`config.mk`:
```
export PLATFORM = sky130hd
export DESIGN_NAME = h_reset_sequencer
export DESIGN_NICKNAME = d
export VERILOG_FILES = /design/src/rtl/h_reset_sequencer.sv
export SDC_FILE = /design/constraint.sdc
export NUM_CORES = 1
export LEC_CHECK = 0
export BUFFER_PORTS_ARGS = -buffer_cell sky130_fd_sc_hd__buf_4
export CAP_MARGIN = 20
export CORE_UTILIZATION = 57
export DETAILED_ROUTE_END_ITERATION = 8
export PLACE_DENSITY_LB_ADDON = 0.25
export SETUP_SLACK_MARGIN = 0.02
export SYNTH_ARGS = -nofsm -noshare
export SYNTH_HDL_FRONTEND = slang
export SYNTH_SLANG_ARGS = --single-unit
```
`constraint.sdc`:
```
create_clock -name Clock -period 2.75 [get_ports Clock]
set_clock_uncertainty 0.2 [all_clocks]
set_input_delay 0.1375 -clock Clock [delete_from_list [all_inputs] [get_ports Clock]]
set_output_delay 0.1375 -clock Clock [all_outputs]
set_load 0.02 [all_outputs]
```
`src/rtl/h_reset_sequencer.sv`:
```
// Multi-domain reset sequencer: releases NUM_STAGES reset domains in index
// order, gated on each stage's ready and a gap; supervises drops/timeouts.
//
// Ports:
//   Clock        sole clock
//   qResetN      async active-low reset (deassertion pre-synchronised)
//   Restart      one-cycle software restart request
//   StageReady   per-stage ready/lock level, synchronous to Clock
//   qStageReset  active-high registered reset per stage domain
//   AllReady     all stages released and ready
//   Busy         sequence in progress (HOLD/WAIT/DELAY)
//   Fault        timeout fault latched
//   FaultStage   index of the stage that timed out, valid while Fault
module h_reset_sequencer #(
  parameter int NUM_STAGES  = 4,
  parameter int HOLD_CYCLES = 64,
  parameter int STAGE_DELAY = 16,
  parameter int TIMEOUT     = 65535,
  parameter int CNT_W       = 16,
  localparam int IW         = $clog2(NUM_STAGES)
) (
  input  logic                  Clock,
  input  logic                  qResetN,
  input  logic                  Restart,
  input  logic [NUM_STAGES-1:0] StageReady,
  output logic [NUM_STAGES-1:0] qStageReset,
  output logic                  AllReady,
  output logic                  Busy,
  output logic                  Fault,
  output logic [IW-1:0]         FaultStage
);

  typedef enum logic [2:0] {
    HOLD,
    WAIT,
    DELAY,
    RUN,
    FAULT
  } state_e;

  localparam logic [CNT_W-1:0] HOLD_END = CNT_W'(HOLD_CYCLES - 1);
  localparam logic [CNT_W-1:0] DLY_END  = CNT_W'(STAGE_DELAY - 1);
  localparam logic [CNT_W-1:0] TO_END   = CNT_W'(TIMEOUT - 1);
  localparam logic [IW-1:0]    LAST     = IW'(NUM_STAGES - 1);

  state_e                  state_q, state_d;
  logic [IW-1:0]           idx_q, idx_d, idx_nx;
  logic [CNT_W-1:0]        cnt_q, cnt_d;
  logic [NUM_STAGES-1:0]   rst_q, rst_d;
  logic [NUM_STAGES-1:0]   mon, drop;
  logic [IW-1:0]           k;
  logic                    enter;

  // Stages whose ready is supervised: everything in RUN, only the
  // already-released ones below idx while sequencing.
  always_comb begin
    mon = '0;
    k   = '0;
    for (int j = 0; j < NUM_STAGES; j++) begin
      if (state_q == RUN)
        mon[j] = 1'b1;
      else if ((state_q == WAIT || state_q == DELAY) && (IW'(j) < idx_q))
        mon[j] = 1'b1;
    end
    drop = mon & ~StageReady;
    for (int j = NUM_STAGES - 1; j >= 0; j--)
      if (drop[j]) k = IW'(j);
  end

  always_comb begin
    state_d = state_q;
    idx_d   = idx_q;
    rst_d   = rst_q;
    enter   = 1'b0;
    idx_nx  = idx_q + IW'(1);
    if (Restart) begin
      state_d = HOLD;
      idx_d   = '0;
      rst_d   = '1;
      enter   = 1'b1;
    end else if (|drop) begin
      // Lowest dropped stage and everything above it go back to reset.
      state_d = HOLD;
      idx_d   = k;
      enter   = 1'b1;
      for (int j = 0; j < NUM_STAGES; j++)
        if (IW'(j) >= k) rst_d[j] = 1'b1;
    end else begin
      unique case (state_q)
        HOLD: begin
          if (cnt_q == HOLD_END) begin
            rst_d[idx_q] = 1'b0;
            state_d      = WAIT;
            enter        = 1'b1;
          end
        end
        WAIT: begin
          if (StageReady[idx_q]) begin
            state_d = (idx_q == LAST) ? RUN : DELAY;
            enter   = 1'b1;
          end else if (cnt_q == TO_END) begin
            state_d = FAULT;
            rst_d   = '1;
            enter   = 1'b1;
          end
        end
        DELAY: begin
          if (cnt_q == DLY_END) begin
            idx_d         = idx_nx;
            rst_d[idx_nx] = 1'b0;
            state_d       = WAIT;
            enter         = 1'b1;
          end
        end
        RUN, FAULT: ;
        default: begin
          state_d = HOLD;
          rst_d   = '1;
          enter   = 1'b1;
        end
      endcase
    end
    if (enter)
      cnt_d = '0;
    else if (&cnt_q)
      cnt_d = cnt_q;
    else
      cnt_d = cnt_q + CNT_W'(1);
  end

  always_ff @(posedge Clock or negedge qResetN) begin
    if (!qResetN) begin
      state_q <= HOLD;
      idx_q   <= '0;
      cnt_q   <= '0;
      rst_q   <= '1;
    end else begin
      state_q <= state_d;
      idx_q   <= idx_d;
      cnt_q   <= cnt_d;
      rst_q   <= rst_d;
    end
  end

  assign qStageReset = rst_q;
  assign AllReady    = (state_q == RUN);
  assign Busy        = (state_q == HOLD) || (state_q == WAIT) ||
                       (state_q == DELAY);
  assign Fault       = (state_q == FAULT);
  assign FaultStage  = Fault ? idx_q : '0;

endmodule

```
==> results by group <==
Place
  – DP Cell Count: 238
  – HPWL Detailed: 2725 um
  – Number of port buffers: 15
  – Dpl cell area: 1874 um^2
  – Final Wtd Congestion: 0.8895

Power and ir drop
  – Cell leakage power: 0.8449 nW
  – Total power: 1.085 mW
  – Worst vdd rail ir drop: 388.1 uV
  – PwrDens: 560.0 nW/um^2

Yosys
  – Post-synth ARST share: 100.0%
  – Seq/Total Area, Yosys: 36.87%
  – Dominant synthesized flop cell: dfrtp_1
  – Post-Syn Area per Cell: 8.955 um^2
  – Yosys cell types: 49
  – Syn nets: 205
  – Mapped Area: 1710 um^2
  – Synthesized flop and latch total: 25
  – Cells after Synth: 191
  – Synth warn: 0
  – Post-synth EDFFs: 0

Global route
  – Initial antenna violation count: 0
  – First-pass GRT wire length: 6279 um
  – Largest net degree at the start of global routing: 26
  – Overflow left after global routing: 0
  – Vias in the first global route: 1390
  – GRT Resource Usage Total: 24.77%

Routing
  – Routed Antenna Nets: 0
  – Detailed Route WL: 3653 um
  – Routed length per instance: 14.91 um
  – Vias: 1477
  – Drt pass-1 iters: 4
  – Number of DRC markers in iteration 0: 81
  – Vias/cell: 6.029
  – Drt drc: 0

Die
  – # IOs: 16
  – Initial Util: 60.97%
  – Die extent in y: 56.78 um
  – Die Footprint: 3224 um^2
  – Row count: 19
  – Core footprint: 2805 um^2
  – Die Wd: 56.78 um

Setup path
  – CP Data Required Time: 2.78 ns
  – CP Launch Type: flop
  – Crit path max fanout: 16
  – Critical path class: flop to flop
  – CP peak stage delay: 0.48 ns
  – WP data arrival: 2.60 ns
  – CP max-delay cell: dfrtp_2
  – Worst path bufs/invs: 2
  – CP Cell Sequence: inv_1, ha_1, o311ai_1, or2_1, nand2b_4, or3b_1, buf_4, a211oi_1
  – Crit. End Element: flop
  – CP delay by family, top: simple AND/OR/NAND/NOR gates

Timing
  – RSZ-0062 raised after global routing: false
  – Tightest Pin Transition: 0.4709 ns
  – Peak Freq: 0.3886 GHz
  – Setup TNS: 0 ns
  – Rel. slew slack: 68.34%
  – Period utilization: 93.58%
  – Final slew viol count: 0
  – Final Hold Violating Endpoints: 0
  – Final setup vio count: 0
  – Minimum clock period: 2.573 ns

Clocking
  – Max Buffers Root-to-Sink: 2
  – Buffers inserted by post-CTS timing repair: 0
  – Clk root buf: clkbuf_4
  – Worst-Skew Late Latency: 0.31 ns
  – H-tree depth: 1
  – Clock Sinks: 25
  – CTS Buf Count: 3
  – Clk slew on worst S/H paths: 0.14 ns
  – CTS tree: done

Final layout
  – Fin nets: 229
  – Finished Cell Area: 1938 um^2
  – Post-route insts no fill: 245
  – Commonest non-fill, non-tap cell in the layout: nor2_1
  – Most frequent cells in the layout: nor2_1 (30), buf_4 (24), dfrtp_1 (19), nand2_1 (15)
  – Syn-to-layout area delta: 13.31%
  – Share of cells above drive strength 1: 22.43%
  – Fillers: 206
  – Diodes inserted: 0

Min path
  – Hold crit path type: input port to flop

Outcome
  – Status: completed

Run
  – Max-Cap Viols: 0
-- cells by family (layout without fill, tap and decap cells) --
family | Yosys count | after routing | synth area share, %
flip-flops | 25 | 25 | 36.87
AO/OA/AOI/OAI | 31 | 31 | 11.70
multiplexers | 7 | 7 | 5.120
buffers and inverters | 17 | 40 | 5.194
XOR/XNOR | 14 | 14 | 7.169
AND/OR/NAND/NOR | 89 | 89 | 28.24
adder cells (fa/ha/maj) | 8 | 8 | 5.706
-- registers in the layout, indices dropped and copies added (netlist names) --
name	flops
qStageReset	4
idx_q	2
cnt_q	16
state_q	3
-- worst register-to-register path: stages (launching register included) --
cell and delay [ns]:
dfrtp_2 0.48, inv_1 0.12, ha_1 0.22, o311ai_1 0.13, or2_1 0.31, nand2b_4 0.20
or3b_1 0.42, buf_4 0.21, a211oi_1 0.19
-- layout make-up --
class                      instances  area, um^2  area share [%]
multi-input combinational        149       994.7           51.32
sequential                        25       633.1           32.67
timing repair buffer              27       210.2           10.85
tap                               31       38.79           2.001
inverter                           9       33.78           1.743
clock buffer                       3       22.52           1.162
clock inverter                     1       5.005          0.2582
-- path summary, 6_finish.rpt --
path / startpoint / endpoint / slack (ns) / depth (start not counted)
max in group asynchronous: qResetN / qStageReset[3] / 2.02 / 2
min in group asynchronous: qResetN / state_q[0] / 0.05 / 2
min: StageReady[0] / qStageReset[2] / 0.03 / 4
max: idx_q[0] / cnt_q[1] / 0.18 / 8
max reg2reg: idx_q[0] / cnt_q[1] / 0.18 / 8
min reg2reg: qStageReset[1] / qStageReset[1] / 0.34 / 2
-- per-layer routing --
layer  GRT usage, %  part of all wire [%]
met5              0                     0
met4          5.575                  0.74
met3          2.765                   3.6
met2          39.97                    46
met1          35.91                    50
-- synthesized netlist by cell type (4+ instances only) --
master    n  area (um^2)
ha_1      7        87.58
dfstp_2   4        105.1
xnor2_1   7        61.31
nand4_1   8        50.05
nor2_1   30        112.6
nand2_1  15        56.30
dfrtp_1  21        525.5
inv_1     9        33.78
nor3_1   10        50.05
nand3_1   4        20.02
o21ai_0   6        30.03
a21oi_1  11        55.05
mux2i_1   5        50.05
xor2_1    7        61.31
-- per-stage QoR --
stage	hold WS [ns]	util, %	setup WS, ns
2_1_floorplan	-0.3581	-	0.2261
3_3_place_gp	-0.1480	66.82	0.2191
3_5_place_dp	-0.1411	66.82	0.1317
4_1_cts	0.02515	68.87	0.08540
5_1_grt	0.03070	69.09	0.02792
6_report	0.03267	69.09	0.1766
-- timing repair --
| item | CTS | global route |
|---|---|---|
| endpoints found under the hold margin | 26 | 0 |
| gates resized for setup | 0 | 3 |
| endpoints found under the setup margin | 0 | 2 |
| hold buffers | 3 | 0 |
-- report_power, final --
| part | internal (mW) | switching [mW] |
|---|---|---|
| Clock | 0.0544 | 0.112 |
| Combinational | 0.193 | 0.255 |
| Sequential | 0.412 | 0.0597 |
Power figures use the tool's default switching activity.
